==> config.mk <==
export PLATFORM = sky130hd
export DESIGN_NAME = lieat_exu_wbu_nch_flat
export DESIGN_NICKNAME = d
export VERILOG_FILES = /design/src/rtl/lieat_exu_wbu_nch_pkg.sv /design/src/rtl/lieat_exu_wbu_nch_if.sv /design/src/rtl/lieat_wbu_arbiter.sv /design/src/rtl/lieat_exu_wbu_nch.sv /design/src/flat_wrapper.sv
export SDC_FILE = /design/constraint.sdc
export NUM_CORES = 1
export LEC_CHECK = 0
export CORE_MARGIN = 8
export CORE_UTILIZATION = 37
export CTS_BUF_LIST = sky130_fd_sc_hd__clkbuf_8
export DETAILED_ROUTE_END_ITERATION = 10
export GPL_TIMING_DRIVEN = 1
export PLACE_DENSITY = 0.84
export SYNTH_ARGS = -nofsm -noshare
export SYNTH_HDL_FRONTEND = slang
export SYNTH_HIERARCHICAL = 1
export SYNTH_SLANG_ARGS = --single-unit
==> constraint.sdc <==
create_clock -name clock -period 2.95 [get_ports clock]
set_input_delay 0.59 -clock clock [delete_from_list [all_inputs] [get_ports clock]]
set_output_delay 0.59 -clock clock [all_outputs]
set_load 0.005 [all_outputs]
==> src/rtl/lieat_exu_wbu_nch_pkg.sv <==
// Shared constants for the N-channel writeback unit.
package lieat_exu_wbu_nch_pkg;
  localparam int WBU_XLEN        = 32;
  localparam int WBU_REG_IDX     = 5;
  localparam int WBU_ARB_FIXED   = 0;
  localparam int WBU_ARB_RR      = 1;
  localparam int WBU_SIDE_MMIO   = 0;
  localparam int WBU_SIDE_EBREAK = 1;
  // Starvation counter width; covers STARVE_MAX up to 15.
  localparam int WBU_STARVE_W    = 4;
endpackage

==> src/rtl/lieat_exu_wbu_nch_if.sv <==
// Channel inputs and writeback output bundle.
// master = the writeback unit, slave = the surrounding exu/regfile side.
interface lieat_exu_wbu_nch_if #(
  parameter int NCH     = 3,
  parameter int XLEN    = 32,
  parameter int REG_IDX = 5,
  parameter int SIDE_W  = 2
);
  logic [NCH-1:0]         ch_valid;
  logic [NCH-1:0]         ch_ready;
  logic [NCH*XLEN-1:0]    ch_pc;
  logic [NCH-1:0]         ch_en;
  logic [NCH*REG_IDX-1:0] ch_rd;
  logic [NCH*XLEN-1:0]    ch_data;
  logic [NCH*SIDE_W-1:0]  ch_side;
  logic                   wbck_o_valid;
  logic                   wbck_o_ready;
  logic [NCH-1:0]         wbck_o_op;
  logic [XLEN-1:0]        wbck_o_pc;
  logic                   wbck_o_en;
  logic [REG_IDX-1:0]     wbck_o_rd;
  logic [XLEN-1:0]        wbck_o_data;
  logic [SIDE_W-1:0]      wbck_o_side;

  modport master (
    input  ch_valid, ch_pc, ch_en, ch_rd, ch_data, ch_side, wbck_o_ready,
    output ch_ready, wbck_o_valid, wbck_o_op, wbck_o_pc, wbck_o_en,
           wbck_o_rd, wbck_o_data, wbck_o_side
  );
  modport slave (
    output ch_valid, ch_pc, ch_en, ch_rd, ch_data, ch_side, wbck_o_ready,
    input  ch_ready, wbck_o_valid, wbck_o_op, wbck_o_pc, wbck_o_en,
           wbck_o_rd, wbck_o_data, wbck_o_side
  );
endinterface

==> src/rtl/lieat_wbu_arbiter.sv <==
// Writeback channel arbiter: fixed priority with starvation promotion,
// or round-robin. Grant is one-hot or zero and depends only on state + ch_valid.
module lieat_wbu_arbiter
  import lieat_exu_wbu_nch_pkg::*;
#(
  parameter int NCH        = 3,
  parameter int ARB_MODE   = WBU_ARB_FIXED,
  parameter int STARVE_MAX = 4
) (
  input  logic           clock,
  input  logic           reset,
  input  logic [NCH-1:0] ch_valid,
  input  logic           accept,
  output logic [NCH-1:0] grant
);
  localparam int PW = $clog2(NCH);
  localparam logic [WBU_STARVE_W-1:0] SMAX = WBU_STARVE_W'(STARVE_MAX);

  logic [PW-1:0]                       rr_ptr_q, rr_ptr_d, win, idx;
  logic [NCH-1:0][WBU_STARVE_W-1:0]    cnt_q, cnt_d;
  logic [NCH-1:0]                      starved, pool;
  logic                                found, hs;
  int                                  s;

  // Grant selection: rotating search from rr_ptr, or highest index within
  // the starved set (falling back to all valid channels when none starve).
  always_comb begin
    grant   = '0;
    starved = '0;
    pool    = '0;
    found   = 1'b0;
    s       = 0;
    idx     = '0;
    for (int i = 0; i < NCH; i++)
      starved[i] = (STARVE_MAX != 0) && ch_valid[i] && (cnt_q[i] == SMAX);
    if (ARB_MODE == WBU_ARB_RR) begin
      for (int k = 0; k < NCH; k++) begin
        s = int'(rr_ptr_q) + k;
        if (s >= NCH) s = s - NCH;
        idx = PW'(s);
        if (!found && ch_valid[idx]) begin
          grant[idx] = 1'b1;
          found      = 1'b1;
        end
      end
    end else begin
      pool = (|starved) ? starved : ch_valid;
      for (int i = 0; i < NCH; i++)
        if (pool[i]) begin
          grant    = '0;
          grant[i] = 1'b1;
        end
    end
  end

  // Next pointer / starvation counters; nothing advances while accept is low.
  always_comb begin
    hs  = accept & (|grant);
    win = '0;
    for (int i = 0; i < NCH; i++)
      if (grant[i]) win = PW'(i);
    rr_ptr_d = rr_ptr_q;
    if (ARB_MODE == WBU_ARB_RR && hs)
      rr_ptr_d = (win == PW'(NCH - 1)) ? '0 : win + PW'(1);
    cnt_d = cnt_q;
    for (int i = 0; i < NCH; i++) begin
      if (ARB_MODE == WBU_ARB_RR || !ch_valid[i])
        cnt_d[i] = '0;
      else if (accept) begin
        if (grant[i])
          cnt_d[i] = '0;
        else if (cnt_q[i] != SMAX)
          cnt_d[i] = cnt_q[i] + WBU_STARVE_W'(1);
      end
    end
  end

  // Arbiter state registers.
  always_ff @(posedge clock or posedge reset) begin
    if (reset) begin
      rr_ptr_q <= '0;
      cnt_q    <= '0;
    end else begin
      rr_ptr_q <= rr_ptr_d;
      cnt_q    <= cnt_d;
    end
  end
endmodule

==> src/rtl/lieat_exu_wbu_nch.sv <==
// N-channel writeback unit: arbitrates result channels into one registered
// writeback port with backpressure and x0-write suppression.
module lieat_exu_wbu_nch
  import lieat_exu_wbu_nch_pkg::*;
#(
  parameter int NCH        = 3,
  parameter int XLEN       = WBU_XLEN,
  parameter int REG_IDX    = WBU_REG_IDX,
  parameter int SIDE_W     = 2,
  parameter int ARB_MODE   = WBU_ARB_FIXED,
  parameter int STARVE_MAX = 4
) (
  input  logic              clock,
  input  logic              reset,
  lieat_exu_wbu_nch_if.master wb
);
  logic               accept, hs;
  logic [NCH-1:0]     grant;
  logic [XLEN-1:0]    sel_pc, sel_data;
  logic               sel_en;
  logic [REG_IDX-1:0] sel_rd;
  logic [SIDE_W-1:0]  sel_side;

  logic               valid_q, valid_d, en_q, en_d;
  logic [NCH-1:0]     op_q, op_d;
  logic [XLEN-1:0]    pc_q, pc_d, data_q, data_d;
  logic [REG_IDX-1:0] rd_q, rd_d;
  logic [SIDE_W-1:0]  side_q, side_d;

  // Output slot can take a new entry when empty or draining this cycle.
  assign accept      = ~valid_q | wb.wbck_o_ready;
  assign wb.ch_ready = grant & {NCH{accept}};
  assign hs          = |(wb.ch_valid & wb.ch_ready);

  lieat_wbu_arbiter #(
    .NCH(NCH), .ARB_MODE(ARB_MODE), .STARVE_MAX(STARVE_MAX)
  ) u_arb (
    .clock(clock), .reset(reset), .ch_valid(wb.ch_valid),
    .accept(accept), .grant(grant)
  );

  // One-hot AND-OR payload mux driven by the grant.
  always_comb begin
    sel_pc   = '0;
    sel_data = '0;
    sel_en   = 1'b0;
    sel_rd   = '0;
    sel_side = '0;
    for (int i = 0; i < NCH; i++)
      if (grant[i]) begin
        sel_pc   = sel_pc   | wb.ch_pc[i*XLEN +: XLEN];
        sel_data = sel_data | wb.ch_data[i*XLEN +: XLEN];
        sel_en   = sel_en   | wb.ch_en[i];
        sel_rd   = sel_rd   | wb.ch_rd[i*REG_IDX +: REG_IDX];
        sel_side = sel_side | wb.ch_side[i*SIDE_W +: SIDE_W];
      end
  end

  // Output register next state: load on handshake, otherwise drain or hold.
  always_comb begin
    valid_d = valid_q;
    op_d    = op_q;
    pc_d    = pc_q;
    en_d    = en_q;
    rd_d    = rd_q;
    data_d  = data_q;
    side_d  = side_q;
    if (hs) begin
      valid_d = 1'b1;
      op_d    = grant;
      pc_d    = sel_pc;
      en_d    = sel_en & (sel_rd != '0);  // writes to x0 are dropped
      rd_d    = sel_rd;
      data_d  = sel_data;
      side_d  = sel_side;
    end else if (wb.wbck_o_ready) begin
      valid_d = 1'b0;
    end
  end

  // Output register.
  always_ff @(posedge clock or posedge reset) begin
    if (reset) begin
      valid_q <= 1'b0;
      op_q    <= '0;
      pc_q    <= '0;
      en_q    <= 1'b0;
      rd_q    <= '0;
      data_q  <= '0;
      side_q  <= '0;
    end else begin
      valid_q <= valid_d;
      op_q    <= op_d;
      pc_q    <= pc_d;
      en_q    <= en_d;
      rd_q    <= rd_d;
      data_q  <= data_d;
      side_q  <= side_d;
    end
  end

  assign wb.wbck_o_valid = valid_q;
  assign wb.wbck_o_op    = op_q;
  assign wb.wbck_o_pc    = pc_q;
  assign wb.wbck_o_en    = en_q;
  assign wb.wbck_o_rd    = rd_q;
  assign wb.wbck_o_data  = data_q;
  assign wb.wbck_o_side  = side_q;
endmodule

==> src/flat_wrapper.sv <==
// flat-port wrapper written by rule: the top's interface ports become plain ports
module lieat_exu_wbu_nch_flat import lieat_exu_wbu_nch_pkg::*;
#(
  parameter int NCH        = 3,
  parameter int XLEN       = WBU_XLEN,
  parameter int REG_IDX    = WBU_REG_IDX,
  parameter int SIDE_W     = 2,
  parameter int ARB_MODE   = WBU_ARB_FIXED,
  parameter int STARVE_MAX = 4
)
  (clock, reset, wb_ch_valid, wb_ch_pc, wb_ch_en, wb_ch_rd, wb_ch_data, wb_ch_side, wb_wbck_o_ready, wb_ch_ready, wb_wbck_o_valid, wb_wbck_o_op, wb_wbck_o_pc, wb_wbck_o_en, wb_wbck_o_rd, wb_wbck_o_data, wb_wbck_o_side);
  lieat_exu_wbu_nch_if #(.NCH(NCH), .XLEN(XLEN), .REG_IDX(REG_IDX), .SIDE_W(SIDE_W)) wb_i ();
  input  logic clock;
  input  logic reset;
  input wire logic [$bits(wb_i.ch_valid)-1:0] wb_ch_valid;
  input wire logic [$bits(wb_i.ch_pc)-1:0] wb_ch_pc;
  input wire logic [$bits(wb_i.ch_en)-1:0] wb_ch_en;
  input wire logic [$bits(wb_i.ch_rd)-1:0] wb_ch_rd;
  input wire logic [$bits(wb_i.ch_data)-1:0] wb_ch_data;
  input wire logic [$bits(wb_i.ch_side)-1:0] wb_ch_side;
  input wire logic [$bits(wb_i.wbck_o_ready)-1:0] wb_wbck_o_ready;
  output wire logic [$bits(wb_i.ch_ready)-1:0] wb_ch_ready;
  output wire logic [$bits(wb_i.wbck_o_valid)-1:0] wb_wbck_o_valid;
  output wire logic [$bits(wb_i.wbck_o_op)-1:0] wb_wbck_o_op;
  output wire logic [$bits(wb_i.wbck_o_pc)-1:0] wb_wbck_o_pc;
  output wire logic [$bits(wb_i.wbck_o_en)-1:0] wb_wbck_o_en;
  output wire logic [$bits(wb_i.wbck_o_rd)-1:0] wb_wbck_o_rd;
  output wire logic [$bits(wb_i.wbck_o_data)-1:0] wb_wbck_o_data;
  output wire logic [$bits(wb_i.wbck_o_side)-1:0] wb_wbck_o_side;
  assign wb_i.ch_valid = wb_ch_valid;
  assign wb_i.ch_pc = wb_ch_pc;
  assign wb_i.ch_en = wb_ch_en;
  assign wb_i.ch_rd = wb_ch_rd;
  assign wb_i.ch_data = wb_ch_data;
  assign wb_i.ch_side = wb_ch_side;
  assign wb_i.wbck_o_ready = wb_wbck_o_ready;
  assign wb_ch_ready = wb_i.ch_ready;
  assign wb_wbck_o_valid = wb_i.wbck_o_valid;
  assign wb_wbck_o_op = wb_i.wbck_o_op;
  assign wb_wbck_o_pc = wb_i.wbck_o_pc;
  assign wb_wbck_o_en = wb_i.wbck_o_en;
  assign wb_wbck_o_rd = wb_i.wbck_o_rd;
  assign wb_wbck_o_data = wb_i.wbck_o_data;
  assign wb_wbck_o_side = wb_i.wbck_o_side;
  lieat_exu_wbu_nch #(.NCH(NCH), .XLEN(XLEN), .REG_IDX(REG_IDX), .SIDE_W(SIDE_W), .ARB_MODE(ARB_MODE), .STARVE_MAX(STARVE_MAX)) u_core (.clock(clock), .reset(reset), .wb(wb_i));
endmodule
After elaboration in Yosys (flattened, before gate mapping)
Index checks and enable logic that the tools add are counted.
- $add $sub $neg: 3
- equality and inequality tests: 12
- multiplexer cells: 33
- bitwise operators: 15
- reductions and logical operators: 10
- operators with widths (cell ; number):
    32-bit 2-to-1 mux ; 6
    32-bit bitwise OR ; 4
    4-bit 2-to-1 mux ; 12
    5-bit 2-to-1 mux ; 3
    4-bit by 1-bit adder with 4-bit output (second input constant) ; 3
    4-bit by 3-bit equality test with 1-bit output (second input constant) ; 3
    4-bit by 3-bit != test with 1-bit output (second input constant) ; 3
    5-bit bitwise OR ; 2
    3-bit 2-to-1 mux ; 3
    3-bit by 1-bit != test with 1-bit output (second input constant) ; 3
    3-bit AND ; 2
    1-bit 2-to-1 mux ; 6
    2-bit 2-to-1 mux ; 3
    2-bit by 1-bit != test with 1-bit output (second input constant) ; 3
    2-bit AND reduction ; 3
    3-bit OR reduction ; 2
    5-bit nonzero test ; 1
    2-bit bitwise OR ; 2
    1-bit logical AND ; 3
    1-bit bitwise OR ; 3
    2-bit nonzero test ; 1
    1-bit AND ; 1
    1-bit NOT ; 1
- register bits after elaboration: 88

Longest topological paths before layout
- word-level depth: 14
- mapped depth: 12
- gate-level depth less buffers: 10

By module
Netlist, hierarchy kept.
- modules (own cells, without submodules) (module ; instances ; cells each ; area each (sq um) ; sequential area each (sq um)):
    lieat_exu_wbu_nch ; 1 ; 345 ; 3543.4 ; 1901.8
    lieat_wbu_arbiter ; 1 ; 92 ; 835.8 ; 300.3

Worst setup path before layout
Ideal clock, no wire load.
- path kind: input-to-output
- start: input wb_ch_valid[0]
- end: output wb_ch_ready[1]
- arrival: 2050 ps
- setup slack: 310 ps
- stages: 9
- buffers on the path: 4
- path through: buf_6 -> and4b_4 -> nor2_1 -> nand2_1 -> a21oi_1 -> buf_6 -> buf_2 -> buf_1 -> and2_1
- word-level cells in the longest chain between the ends: 6
- ends and longest elaborated chain (item ; line ; source):
    from (decl) ; flat_wrapper.sv:15 ; input wire logic [$bits(wb_i.ch_valid)-1:0] wb_ch_valid;
    1-bit logical AND (*) ; lieat_wbu_arbiter.sv:35 ; starved[i] = (STARVE_MAX != 0) && ch_valid[i] && (cnt_q[i] == SMAX);
    3-bit OR reduction (*) ; lieat_wbu_arbiter.sv:47 ; pool = (|starved) ? starved : ch_valid;
    3-bit 2-to-1 mux (*) ; lieat_wbu_arbiter.sv:47 ;
    3-bit 2-to-1 mux ; lieat_wbu_arbiter.sv:49 ; if (pool[i]) begin
    3-bit 2-to-1 mux (*) ; lieat_wbu_arbiter.sv:49 ;
    net u_core.grant[1] ; lieat_exu_wbu_nch.sv:18 ; logic [NCH-1:0] grant;
    3-bit AND (*) ; lieat_exu_wbu_nch.sv:32 ; assign wb.ch_ready = grant & {NCH{accept}};
    to (decl) ; flat_wrapper.sv:22 ; output wire logic [$bits(wb_i.ch_ready)-1:0] wb_ch_ready;
Mark *: on every way through the listed nets, which the timed path passes. The rest lies on a longest branch.

Worst setup path after layout
- start: input wb_ch_valid[0]
- end: output wb_ch_ready[2]
- word-level cells in the longest chain between the ends: 5
- ends and longest elaborated chain (item ; line):
    1-bit logical AND ; lieat_wbu_arbiter.sv:35
    3-bit OR reduction ; lieat_wbu_arbiter.sv:47
    3-bit 2-to-1 mux ; lieat_wbu_arbiter.sv:47
    3-bit 2-to-1 mux ; lieat_wbu_arbiter.sv:49
    net u_core.grant[2] ; lieat_exu_wbu_nch.sv:18
    3-bit AND ; lieat_exu_wbu_nch.sv:32
The timed path passes the listed nets, and every way through them passes these cells.

==> flow_metrics.tcl <==
set metrics [dict create \
    p_int_mw 2.74 \
    die_y_um 125 \
    wl_met1_um 7310 \
    path_cells "clkdlybuf4s50_1 > buf_4 > nand4b_1 > nand3_1 > nand2_2 > and2_1 > clkdlybuf4s50_1" \
    synth-warning-count 6 \
    grtUsageTotal 0.240 \
    slew_viol_final 0 \
    grt_pass1_vias 5504 \
    die_w_um 125 \
    fp.dieArea_um2 15600 \
    htreeDepth 3 \
    maxCapViolations 0 \
    cts-root-buf "clkbuf_8" \
    via_count 5144 \
    synthesis.nets 665 \
    rsz0062_at_grt "true" \
    fin_skew_ns 0.0153 \
    met2WireLength_um 10200 \
    syn_to_final_growth_pct 81.9 \
    synthCells 437 \
    place.gp.congestion 0.905 \
    antenna_found_initial 1 \
    start_util 0.382 \
    p_clk_frac 0.223 \
    syn-cell-area_um2 4380 \
    cp_top_family "buffers and inverters" \
    numCtsBuffers 9 \
    finalCriticalPeriod_ns 2.88 \
    ys_ff_latch 88 \
    comb_power_share 0.370 \
    dr.max_layer_used "met4" \
    fin_area_um2 7970 \
    final_common_cell "clkdlybuf4s50_1" \
    grt_start_max_net_pins 40 \
    switchingPower_mw 1.13 \
    via_per_inst 5.75 \
    clock_latency_ns 0.36 \
    final_hold_viol_count 0 \
    core_area_um2 11500 \
    portBuffers 300 \
    worstSetupPathType "input pin to primary output" \
    cts_buffer_depth 2 \
    place_area_um2 7700 \
    critical_path.startpoint_type "input pin" \
    p_sw_frac 0.291 \
    synth.distinct_cells 42 \
    clkSinkCount 88 \
    io_pins 301 \
    arrival_ns 2.29 \
    drtAntennaViolNets 0 \
    gr-total-overflow 0 \
    power_leakage_nw 3.29 \
    tritoncts "built" \
    grt_pass1_wl_um 29800 \
    seqPwrFrac 0.407 \
    drt-initial-drc-count 474 \
    status "finished clean" \
    wl_met3_um 1510 \
    final_cell_mix "296 x clkdlybuf4s50_1, 88 x dfrtp_1, 75 x nor2_1" \
    min_path_type "flop to flop" \
    final_min_period_over_clock_period 0.977 \
    path_buf_inv 3 \
    slowest_delay_ns 0.48 \
    worst_pin_slew_ns 0.746 \
    drive_above_1_share 0.0907 \
    hold_buffers 0 \
    max_freq_ghz 0.347 \
    crit_slowest_cell "clkdlybuf4s50_1" \
    ir_drop_uv 324 \
    hold_slack_ns 0.490 \
    power_density_nw_per_um2 485 \
    setup_violations 0 \
    drcViolationCount 0 \
    syn-mean-instance-area_um2 10.0 \
    final_nets 973 \
    dpl.hpwl_um 15900 \
    drt_wl_total_um 19800 \
    path_clk_slew_ns 0.10 \
    wl_per_cell_um 22.2 \
    critPathMaxFanout 10 \
    crit_top_cell "clkdlybuf4s50_1" \
    firstDrtPassIters 9 \
    cp.required_ns 2.36 \
    relSlewSlack 0.503 \
    fp-row-count 39 \
    synth-seq-area-share 0.503 \
    end_kind "primary output" \
]
power groups by stage:
| stage | Combinational [mW] | Sequential [mW] | Clock [mW] |
|---|---|---|---|
| finish | 1.43 | 1.57 | 0.861 |
| global route | 1.54 | 1.60 | 0.925 |
| CTS | 1.44 | 1.58 | 0.886 |
| detailed placement | 1.43 | 1.60 | 0 |
| global placement | 1.39 | 1.59 | 0 |
| floorplan | 0.412 | 1.60 | 0 |
what timing repair did:
item | in CTS | in global routing
pin swaps | 1 | 2
buffers inserted | 3 | 2
resized for setup | 2 | 4
endpoints found under the setup margin | 2 | 3
stage by stage:
stage	power (mW)	worst slack, ns	instances	util	TNS, ns
2_1_floorplan	2.02	0.310	437	-	0
3_5_place_dp	3.03	-0.127	872	0.672	-1.85
4_1_cts	3.90	0.0111	891	0.692	0
3_3_place_gp	2.97	-0.112	872	0.672	-0.180
5_1_grt	4.07	-0.0318	894	0.695	-0.0318
6_report	3.87	0.0682	894	0.695	0
state kept, by name (all words and copies together), names as in the netlist:
| name | cells |
|---|---|
| u_core/wb.wbck_o_data | 32 |
| u_core/wb.wbck_o_pc | 32 |
| u_core/u_arb/cnt_q | 12 |
| u_core/wb.wbck_o_rd | 5 |
| u_core/wb.wbck_o_op | 3 |
| u_core/wb.wbck_o_side | 2 |
| u_core/wb.wbck_o_en | 1 |
| u_core/wb.wbck_o_valid | 1 |
cells in the mapped netlist:
cell type / count / area (µm²)
and2_1: 3 / 18.8
and2_2: 1 / 7.51
dfrtp_1: 88 / 2200
nand2_1: 14 / 52.6
mux2i_1: 1 / 10.0
clkbuf_1: 16 / 60.1
or2b_2: 1 / 8.76
and3b_1: 1 / 8.76
a31o_2: 1 / 8.76
nand4b_1: 2 / 17.5
mux2_1: 3 / 33.8
o221ai_1: 1 / 8.76
nand4b_2: 1 / 15.0
nand3b_1: 1 / 7.51
o21ai_0: 5 / 25.0
nor2b_1: 2 / 12.5
o41ai_1: 1 / 8.76
mux2_4: 1 / 15.0
a31oi_1: 1 / 6.26
o211ai_1: 1 / 7.51
buf_6: 3 / 33.8
or4_1: 1 / 7.51
buf_2: 22 / 110
a21o_1: 2 / 15.0
nor3_1: 1 / 5.00
o21bai_1: 2 / 15.0
xor2_1: 1 / 8.76
nor2_1: 75 / 282
a222oi_1: 73 / 731
a211o_1: 1 / 8.76
o21ai_1: 3 / 15.0
inv_1: 10 / 37.5
a21oi_1: 74 / 370
and4b_1: 1 / 10.0
a32o_1: 2 / 20.0
buf_1: 3 / 11.3
nand3_1: 5 / 25.0
o211a_1: 3 / 30.0
ha_1: 6 / 75.1
and4b_4: 1 / 13.8
and3_1: 2 / 12.5
nor3b_1: 1 / 7.51
final cells by class:
type	instances	area [µm²]
Fill cell	856	3500
Timing Repair Buffer	341	3380
Sequential cell	88	2200
Multi-Input combinational cell	295	1960
Tap cell	143	179
Clock buffer	10	138
Clock inverter	6	67.6
Inverter	10	38.8
Antenna cell	1	2.50
final timing paths:
| path | startpoint | end | slack [ns] | cells past startpoint |
|---|---|---|---|---|
| worst max-delay path | wb_ch_valid[0] | wb_ch_ready[2] | 0.07 | 7 |
| worst min register to register | u_core/u_arb/cnt_q[7] | u_core/u_arb/cnt_q[7] | 0.49 | 1 |
| min in group asynchronous | reset | u_core/u_arb/cnt_q[4] | 0.61 | 2 |
| max in group asynchronous | reset | u_core/wb.wbck_o_pc[14] | 1.49 | 3 |
| worst min-delay path | u_core/u_arb/cnt_q[7] | u_core/u_arb/cnt_q[7] | 0.49 | 1 |
| worst max register to register | u_core/u_arb/cnt_q[1] | u_core/wb.wbck_o_pc[5] | 0.35 | 13 |
routing by layer:
layer / up-vias / GRT usage
met4: 0 / 0.128
met2: 284 / 0.434
met3: 54 / 0.0694
met1: 2477 / 0.244
li1: 2329 / -
met5: - / 0
cell families after synthesis:
logic type	share of synthesized area
buf+inv	0.0577
flops	0.503
xor+xnor	0.00200
compound gates	0.290
mux	0.0134
fa+ha+maj	0.0171
simple gates	0.117
Note: power is estimated with default switching activity, not from simulation.
